`src/rtl/shader_pkg.sv`:
```
// Shared types and width helpers for the shader-path intensity stages.
package shader_pkg;

  localparam int NORM_WIDTH_DEF = 16;
  localparam int NORM_FRAC_DEF  = 14;
  localparam int ONE            = 1 << NORM_FRAC_DEF;

  // Packed as {x, y, z}, each NORM_WIDTH_DEF bits, signed Q(NORM_FRAC_DEF).
  typedef logic signed [3*NORM_WIDTH_DEF-1:0] vec3_t;

  typedef enum logic [1:0] {IDLE, ISSUE, DRAIN, OUT} state_t;

  function automatic int full_w(int nw, int nf);
    return 2 + 2 * nw - nf;
  endfunction

  function automatic int acc_w(int nw, int nf, int nl);
    return full_w(nw, nf) + $clog2(nl + 1) + 1;
  endfunction

  function automatic int idx_w(int nl);
    return (nl > 1) ? $clog2(nl) : 1;
  endfunction

  function automatic int one_q(int nf);
    return 1 << nf;
  endfunction

endpackage

```
`src/rtl/fixed_point_fast_dot.sv`:
```
// Pipelined signed 3-component dot product, result in Q(NORM_FRAC) at full width.
// One product stage, one sum/shift stage, then LATENCY-2 delay stages.
module fixed_point_fast_dot
  import shader_pkg::*;
#(
  parameter int NORM_WIDTH = 16,
  parameter int NORM_FRAC  = 14,
  parameter int LATENCY    = 4
) (
  input  logic                                                  clk,
  input  logic                                                  rst_n,
  input  logic [3*NORM_WIDTH-1:0]                               a,
  input  logic [3*NORM_WIDTH-1:0]                               b,
  output logic signed [full_w(NORM_WIDTH, NORM_FRAC)-1:0]       y
);

  localparam int FULL_W = full_w(NORM_WIDTH, NORM_FRAC);
  localparam int PROD_W = 2 * NORM_WIDTH;
  localparam int SUM_W  = 2 * NORM_WIDTH + 2;

  logic signed [NORM_WIDTH-1:0] ax, ay, az, bx, by, bz;
  logic signed [PROD_W-1:0]     p_q [3];
  logic signed [SUM_W-1:0]      sum;
  logic signed [FULL_W-1:0]     sum_sh;
  logic signed [FULL_W-1:0]     pipe_q [LATENCY-1];

  assign ax = a[3*NORM_WIDTH-1:2*NORM_WIDTH];
  assign ay = a[2*NORM_WIDTH-1:NORM_WIDTH];
  assign az = a[NORM_WIDTH-1:0];
  assign bx = b[3*NORM_WIDTH-1:2*NORM_WIDTH];
  assign by = b[2*NORM_WIDTH-1:NORM_WIDTH];
  assign bz = b[NORM_WIDTH-1:0];

  // Arithmetic shift drops only fraction bits; the truncation removes redundant sign bits.
  assign sum    = SUM_W'(p_q[0]) + SUM_W'(p_q[1]) + SUM_W'(p_q[2]);
  assign sum_sh = FULL_W'(sum >>> NORM_FRAC);
  assign y      = pipe_q[LATENCY-2];

  always_ff @(posedge clk or negedge rst_n) begin
    if (!rst_n) begin
      for (int i = 0; i < 3; i++) p_q[i] <= '0;
      for (int k = 0; k < LATENCY - 1; k++) pipe_q[k] <= '0;
    end else begin
      p_q[0]    <= PROD_W'(ax) * PROD_W'(bx);
      p_q[1]    <= PROD_W'(ay) * PROD_W'(by);
      p_q[2]    <= PROD_W'(az) * PROD_W'(bz);
      pipe_q[0] <= sum_sh;
      for (int k = 1; k < LATENCY - 1; k++) pipe_q[k] <= pipe_q[k-1];
    end
  end

endmodule

```
`src/rtl/light_dir_regfile.sv`:
```
// Directional light store: one write port (only while the stage is idle) and one
// combinational read port indexed by slot number (slot 0 has no light and reads zero).
module light_dir_regfile
  import shader_pkg::*;
#(
  parameter int NORM_WIDTH = 16,
  parameter int NUM_LIGHTS = 4
) (
  input  logic                              clk,
  input  logic                              rst_n,
  input  logic                              wr_allow,
  input  logic                              wr_en,
  input  logic [idx_w(NUM_LIGHTS)-1:0]      wr_idx,
  input  logic [3*NORM_WIDTH-1:0]           wr_dir,
  input  logic [$clog2(NUM_LIGHTS+1)-1:0]   rd_slot,
  output logic [3*NORM_WIDTH-1:0]           rd_dir
);

  localparam int IDX_W = idx_w(NUM_LIGHTS);
  localparam int DEPTH = 1 << IDX_W;

  logic [3*NORM_WIDTH-1:0] regs_q [DEPTH];
  logic [IDX_W-1:0]        rd_li;

  assign rd_li  = IDX_W'(rd_slot - 1'b1);
  assign rd_dir = (rd_slot == '0) ? '0 : regs_q[rd_li];

  // Entries at or above NUM_LIGHTS are never written and stay zero.
  always_ff @(posedge clk or negedge rst_n) begin
    if (!rst_n) begin
      for (int i = 0; i < DEPTH; i++) regs_q[i] <= '0;
    end else if (wr_en && wr_allow && (int'(wr_idx) < NUM_LIGHTS)) begin
      regs_q[wr_idx] <= wr_dir;
    end
  end

endmodule

```
`src/rtl/multi_light_intensity.sv`:
```
// Per-triangle backface cull plus clamped multi-light diffuse sum over one shared
// pipelined dot unit. Define MULTI_LIGHT_MASK_EN to add a per-light enable mask.
module multi_light_intensity
  import shader_pkg::*;
#(
  parameter int NORM_WIDTH   = 16,
  parameter int NORM_FRAC    = 14,
  parameter int NUM_LIGHTS   = 4,
  parameter int DOT_LATENCY  = 4,
  parameter int AMBIENT      = 1638,
  parameter int CAM_IS_LIGHT = 1
) (
  input  logic                          clk_in,
  input  logic                          rst_n_in,
  // Handshakes: a transfer happens on a rising edge where valid && ready; valid
  // never depends on ready, and data is held stable while valid is high.
  input  logic                          in_valid,
  output logic                          in_ready,
  input  logic [3*NORM_WIDTH-1:0]       tri_norm,
  input  logic [3*NORM_WIDTH-1:0]       cam_norm,
`ifdef MULTI_LIGHT_MASK_EN
  input  logic [NUM_LIGHTS-1:0]         light_mask_in,
`endif
  input  logic                          light_wr_en,
  input  logic [idx_w(NUM_LIGHTS)-1:0]  light_wr_idx,
  input  logic [3*NORM_WIDTH-1:0]       light_wr_dir,
  output logic                          out_valid,
  input  logic                          out_ready,
  output logic signed [NORM_WIDTH-1:0]  intensity_out,
  output logic                          culled_out,
  output logic [1:0]                    dbg_state
);

  localparam int N_SLOTS = NUM_LIGHTS + 1;
  localparam int SLOT_W  = $clog2(N_SLOTS);
  localparam int VEC_W   = 3 * NORM_WIDTH;
  localparam int FULL_W  = full_w(NORM_WIDTH, NORM_FRAC);
  localparam int ACC_W   = acc_w(NORM_WIDTH, NORM_FRAC, NUM_LIGHTS);
  localparam logic signed [ACC_W-1:0] ONE_ACC = ACC_W'(one_q(NORM_FRAC));

  state_t                     state_q, state_d;
  logic [SLOT_W-1:0]          slot_q;
  logic [VEC_W-1:0]           tri_q, cam_q;
  logic [NUM_LIGHTS-1:0]      mask_q;
  logic [DOT_LATENCY-1:0]     tag_v_q;
  logic [SLOT_W-1:0]          tag_s_q [DOT_LATENCY];
  logic signed [ACC_W-1:0]    acc_q;
  logic                       cull_q, done_q;

  logic                       accept, issue, last_slot;
  logic [VEC_W-1:0]           light_rd, dot_b;
  logic signed [FULL_W-1:0]   dot_res;
  logic                       retire, retire_last;
  logic [SLOT_W-1:0]          rslot;
  logic [N_SLOTS-1:0]         lit_en;
  logic signed [ACC_W-1:0]    d_ext, neg_d, contrib, sat;
  logic signed [NORM_WIDTH-1:0] intensity_d;

  assign in_ready  = (state_q == IDLE);
  assign out_valid = (state_q == OUT);
  assign dbg_state = state_q;
  assign accept    = in_valid && in_ready;
  assign issue     = (state_q == ISSUE);
  assign last_slot = (slot_q == SLOT_W'(N_SLOTS - 1));

  light_dir_regfile #(.NORM_WIDTH(NORM_WIDTH), .NUM_LIGHTS(NUM_LIGHTS)) u_lights (
    .clk(clk_in), .rst_n(rst_n_in), .wr_allow(state_q == IDLE),
    .wr_en(light_wr_en), .wr_idx(light_wr_idx), .wr_dir(light_wr_dir),
    .rd_slot(slot_q), .rd_dir(light_rd)
  );

  assign dot_b = (slot_q == '0) ? cam_q : light_rd;

  fixed_point_fast_dot #(.NORM_WIDTH(NORM_WIDTH), .NORM_FRAC(NORM_FRAC), .LATENCY(DOT_LATENCY)) u_dot (
    .clk(clk_in), .rst_n(rst_n_in), .a(tri_q), .b(dot_b), .y(dot_res)
  );

  // Retiring slot: bit 0 of lit_en is the headlight, bit i the mask of light i-1.
  assign retire      = tag_v_q[DOT_LATENCY-1];
  assign rslot       = tag_s_q[DOT_LATENCY-1];
  assign retire_last = retire && (rslot == SLOT_W'(N_SLOTS - 1));
  assign lit_en      = {mask_q, (CAM_IS_LIGHT != 0)};
  assign d_ext       = {{(ACC_W - FULL_W){dot_res[FULL_W-1]}}, dot_res};
  assign neg_d       = -d_ext;
  assign contrib     = (lit_en[rslot] && !neg_d[ACC_W-1] && (neg_d != '0)) ? neg_d : '0;
  assign sat         = (acc_q > ONE_ACC) ? ONE_ACC : acc_q;
  assign intensity_d = cull_q ? '0 : sat[NORM_WIDTH-1:0];

  always_comb begin
    state_d = state_q;
    case (state_q)
      IDLE:    if (in_valid)  state_d = ISSUE;
      ISSUE:   if (last_slot) state_d = DRAIN;
      DRAIN:   if (done_q)    state_d = OUT;
      OUT:     if (out_ready) state_d = IDLE;
      default:                state_d = IDLE;
    endcase
  end

  always_ff @(posedge clk_in or negedge rst_n_in) begin
    if (!rst_n_in) begin
      state_q       <= IDLE;
      slot_q        <= '0;
      tri_q         <= '0;
      cam_q         <= '0;
      tag_v_q       <= '0;
      for (int k = 0; k < DOT_LATENCY; k++) tag_s_q[k] <= '0;
      acc_q         <= '0;
      cull_q        <= 1'b0;
      done_q        <= 1'b0;
      intensity_out <= '0;
      culled_out    <= 1'b0;
    end else begin
      state_q <= state_d;
      slot_q  <= (issue && !last_slot) ? slot_q + 1'b1 : '0;
      tag_v_q <= {tag_v_q[DOT_LATENCY-2:0], issue};
      tag_s_q[0] <= slot_q;
      for (int k = 1; k < DOT_LATENCY; k++) tag_s_q[k] <= tag_s_q[k-1];
      done_q  <= retire_last;
      if (accept) begin
        tri_q  <= tri_norm;
        cam_q  <= cam_norm;
        acc_q  <= ACC_W'(AMBIENT);
        cull_q <= 1'b0;
      end else if (retire) begin
        acc_q <= acc_q + contrib;
        if (rslot == '0) cull_q <= !d_ext[ACC_W-1] && (d_ext != '0);
      end
      if (state_q == DRAIN && done_q) begin
        intensity_out <= intensity_d;
        culled_out    <= cull_q;
      end
    end
  end

`ifdef MULTI_LIGHT_MASK_EN
  always_ff @(posedge clk_in or negedge rst_n_in) begin
    if (!rst_n_in)   mask_q <= '0;
    else if (accept) mask_q <= light_mask_in;
  end
`else
  assign mask_q = '1;
`endif

endmodule

```
`config.mk`:
```
export PLATFORM = sky130hd
export DESIGN_NAME = multi_light_intensity
export DESIGN_NICKNAME = d
export VERILOG_FILES = /design/src/rtl/shader_pkg.sv /design/src/rtl/fixed_point_fast_dot.sv /design/src/rtl/light_dir_regfile.sv /design/src/rtl/multi_light_intensity.sv
export SDC_FILE = /design/constraint.sdc
export NUM_CORES = 2
export LEC_CHECK = 0
export CAP_MARGIN = 5
export CORE_MARGIN = 8
export CORE_UTILIZATION = 55
export DETAILED_ROUTE_END_ITERATION = 10
export GPL_ROUTABILITY_DRIVEN = 0
export GPL_TIMING_DRIVEN = 1
export PLACE_DENSITY = 0.73
export RECOVER_POWER = 25
export SLEW_MARGIN = 20
export SYNTH_ARGS = -nofsm -noshare
export SYNTH_HDL_FRONTEND = slang
export SYNTH_HIERARCHICAL = 1
export SYNTH_SLANG_ARGS = --single-unit
```
`constraint.sdc`:
```
create_clock -name clk_in -period 8.1 [get_ports clk_in]
set_input_delay 1.62 -clock clk_in [delete_from_list [all_inputs] [get_ports clk_in]]
set_output_delay 1.62 -clock clk_in [all_outputs]
set_load 0.05 [all_outputs]
```
==> flow_summary.yaml <==
outcome:
  run_status: "finished with violations"
  violations: "max-capacitance violations, max-slew violations"
sta:
  worstMarginPinSlew_ps: 5530
  skew_ps: 25.0
  max_freq_ghz: 0.129
  finalCritPeriodShare_pct: 95.7
  setup_ws_ps: 349
  maxSlewViolCount: 163
  setup_viol: 0
  slew_headroom_pct: -268
  hold_viol_final: 0
  fin_crit_ps: 7750
  finalHoldWorstSlack_ps: 337
worst_hold_path:
  hold_path.class: "reg -> reg"
synthesis:
  synthArstFlopShare_pct: 100
  syn_inst: 5203
  synth-seq-area-share_pct: 24.1
  ys_ff_latch: 508
  syn-num-nets: 6482
  syn_area_mm2: 0.0527
  synth_edf_count: 0
  yosysWarnings: 6
  synth_area_per_cell_um2: 10.1
  yosysUniqueCellTypes: 82
  synth_flop_cell: "dfrtp_1"
drt:
  drtAntennaViolNets: 0
  remaining_drc_errors: 0
  drtIter0Drc: 2389
  viasPerCell: 5.54
  firstDrtPassIters: 6
  wl_mm: 124
  num_vias: 36400
  post_drt_wl_per_cell_um: 18.8
power_and_ir_drop:
  cellPowerDensity_mw_per_mm2: 95.0
  ir_drop_uv: 185
  clkPwrFrac_pct: 51.1
  p_leak_nw: 30.4
  power_frac_comb_pct: 2.5
  p_int_mw: 4.26
  switchingPower_mw: 1.21
  power_frac_seq_pct: 46.4
  switching_share_pct: 22.1
layout:
  final_cell_mix: "inv_1 (897), fa_1 (815), nand2_1 (720), dfrtp_1 (508), and2_1 (383)"
  fin_nets: 6544
  multi_input_area_mm2: 0.0357
  regArea_mm2: 0.0127
  design_area_mm2: 0.0576
  layout-drive-gt1-share_pct: 6.78
  area_delta_synth_final_pct: 9.26
  n_fill_cell: 7846
  mostFrequentLayoutCell: "inv_1"
run:
  drv_cap: 2
cts:
  clockBufferDepth: 3
  hold_buffers: 0
  cts_setup_buffers: 0
  cts_sinks: 508
  cts_root_buf: "clkbuf_16"
  clkTransAtPathRegs_ps: 70
  cts_tree: "built"
  cts-buffers-inserted: 57
  cts_resized: 0
  clk_latency_ps: 650
  h-tree-depth: 2
floorplanning:
  rows: 113
  die_y_um: 326
  initial_core_util_pct: 55.5
  coreArea_mm2: 0.0950
  io_pins: 172
  die_area_mm2: 0.106
  die_w_um: 326
place:
  port_buffers: 171
  pre_cts_slack_ps: 361
  post-dp-hpwl_mm: 96.7
  placed_area_mm2: 0.0555
worst_setup_path:
  crit_path_end_kind: "flop"
  required_ps: 8620
  arrival_ps: 8280
  critPathLaunchType: "flop"
  setup.worst_path.class: "reg -> reg"
  cp_max_fo: 27
global_routing:
  grt-ovfl-total: 0
  track_usage_pct: 23.8
  grt_pass1_wl_mm: 206
  grt_start_max_net_pins: 178
  grt_pass1_vias: 39100
  grt_antenna_before_repair: 1
==> sequential cells by signal, summed over array words and instances, names as in the netlist <==
signal	count
u_lights/regs_q	192
u_dot/p_q	96
cam_q	48
tri_q	48
u_dot/pipe_q	40
acc_q	24
u_dot/y	20
intensity_out	16
tag_s_q	9
tag_v_q	4
rslot	3
slot_q	3
dbg_state	2
cull_q	1
culled_out	1
done_q	1
==> power by group through the flow <==
stage               clock (mW)  combinational, mW  sequential, mW
floorplan                    0            0.00242            2.58
global placement             0              0.141            2.58
detailed placement           0              0.142            2.58
CTS                       2.86              0.143            2.54
global route              2.97              0.155            2.54
finish                    2.80              0.139            2.54
==> through the flow <==
step / power, mW / util (%) / TNS [ps] / std cells
5_1_grt: 5.66 / 60.6 / -10.7 / 6578
6_report: 5.47 / 60.6 / 0 / 6580
4_1_cts: 5.54 / 60.6 / 0 / 6577
2_1_floorplan: 2.59 / - / 0 / 5203
3_5_place_dp: 2.73 / 58.4 / 0 / 6471
3_3_place_gp: 2.73 / 58.4 / 0 / 6471
==> area by class of cell <==
class | count | area share (%)
clock inverters | 39 | 0.899
inverters | 899 | 5.87
clock buffers | 67 | 2.66
multi-input cells | 3580 | 62.0
well taps | 1265 | 2.75
diodes | 3 | 0.0130
flip-flops and latches | 508 | 22.1
repair buffers | 219 | 3.71
==> synth_stat cells, types with 9 or more instances <==
cell type / number / area [um^2]
mux2i_1: 103 / 1030
fa_1: 818 / 16400
o21ai_0: 70 / 350
o211ai_1: 18 / 135
a21oi_1: 114 / 571
nor2_1: 139 / 522
o21ai_1: 16 / 80.1
a22o_1: 16 / 140
buf_4: 29 / 218
clkbuf_1: 150 / 563
nand4_1: 22 / 138
a21o_1: 49 / 368
nor2b_1: 16 / 100
xnor2_1: 88 / 771
dfrtp_1: 508 / 12700
a21boi_0: 10 / 75.1
o22ai_1: 49 / 307
a211oi_1: 23 / 173
buf_1: 9 / 33.8
o31ai_1: 9 / 67.6
inv_1: 899 / 3370
a211o_1: 9 / 78.8
a31oi_1: 15 / 93.8
nand2b_1: 32 / 200
mux2_2: 162 / 1820
xor2_1: 41 / 359
o21a_1: 18 / 135
nand2_1: 723 / 2710
ha_1: 310 / 3880
o21bai_1: 10 / 75.1
and2_1: 384 / 2400
mux2_4: 20 / 300
nor4_1: 17 / 106
buf_2: 23 / 115
and3_1: 16 / 100
mux2_1: 60 / 676
nand3_1: 39 / 195
nor3_1: 44 / 220
==> path summary, 6_finish.rpt <==
path	from	end	slack, ps	depth (start not counted)
max	slot_q[0]$_DFF_PN0_	u_dot/p_q[63]$_DFF_PN0_	350	25
min	u_dot/pipe_q[43]$_DFF_PN0_	u_dot/pipe_q[23]$_DFF_PN0_	340	0
max reg2reg	slot_q[0]$_DFF_PN0_	u_dot/p_q[63]$_DFF_PN0_	350	25
min reg2reg	u_dot/pipe_q[43]$_DFF_PN0_	u_dot/pipe_q[23]$_DFF_PN0_	340	0
max in group asynchronous	rst_n_in	u_dot/p_q[63]$_DFF_PN0_	1960	1
min in group asynchronous	rst_n_in	rslot[2]$_DFF_PN0_	2980	1
==> critical path: stages (launching register included) <==
cell	delay, ps
dfrtp_1	470
inv_1	150
ha_4	310
buf_12	220
buf_4	220
mux2i_1	240
o22ai_1	110
mux2_2	430
and2_1	220
fa_1	500
inv_1	50
fa_1	520
inv_1	50
fa_1	500
fa_1	430
fa_1	490
inv_1	50
fa_1	480
inv_1	40
ha_1	400
and3_1	250
nand4_1	190
o31ai_1	470
a31oi_1	230
o211a_1	270
a211oi_1	300
==> routing by layer <==
layer  track usage (%)  wire length, um  vias to the layer above
li1                  -                -                    16400
met1              32.9            54500                    18800
met2              39.2            59900                      963
met3              3.57             6280                      197
met4              6.51             3280                        0
met5                 0                0                        -
==> kinds of logic after synthesis <==
logic type | share of synthesized area, %
fa+ha+maj | 38.4
mux | 7.27
xor+xnor | 2.14
flops | 24.1
compound gates | 6.21
simple gates | 13.6
buf+inv | 8.27
other cells | 0.00711
No activity file was read; power rests on OpenSTA's default activity.
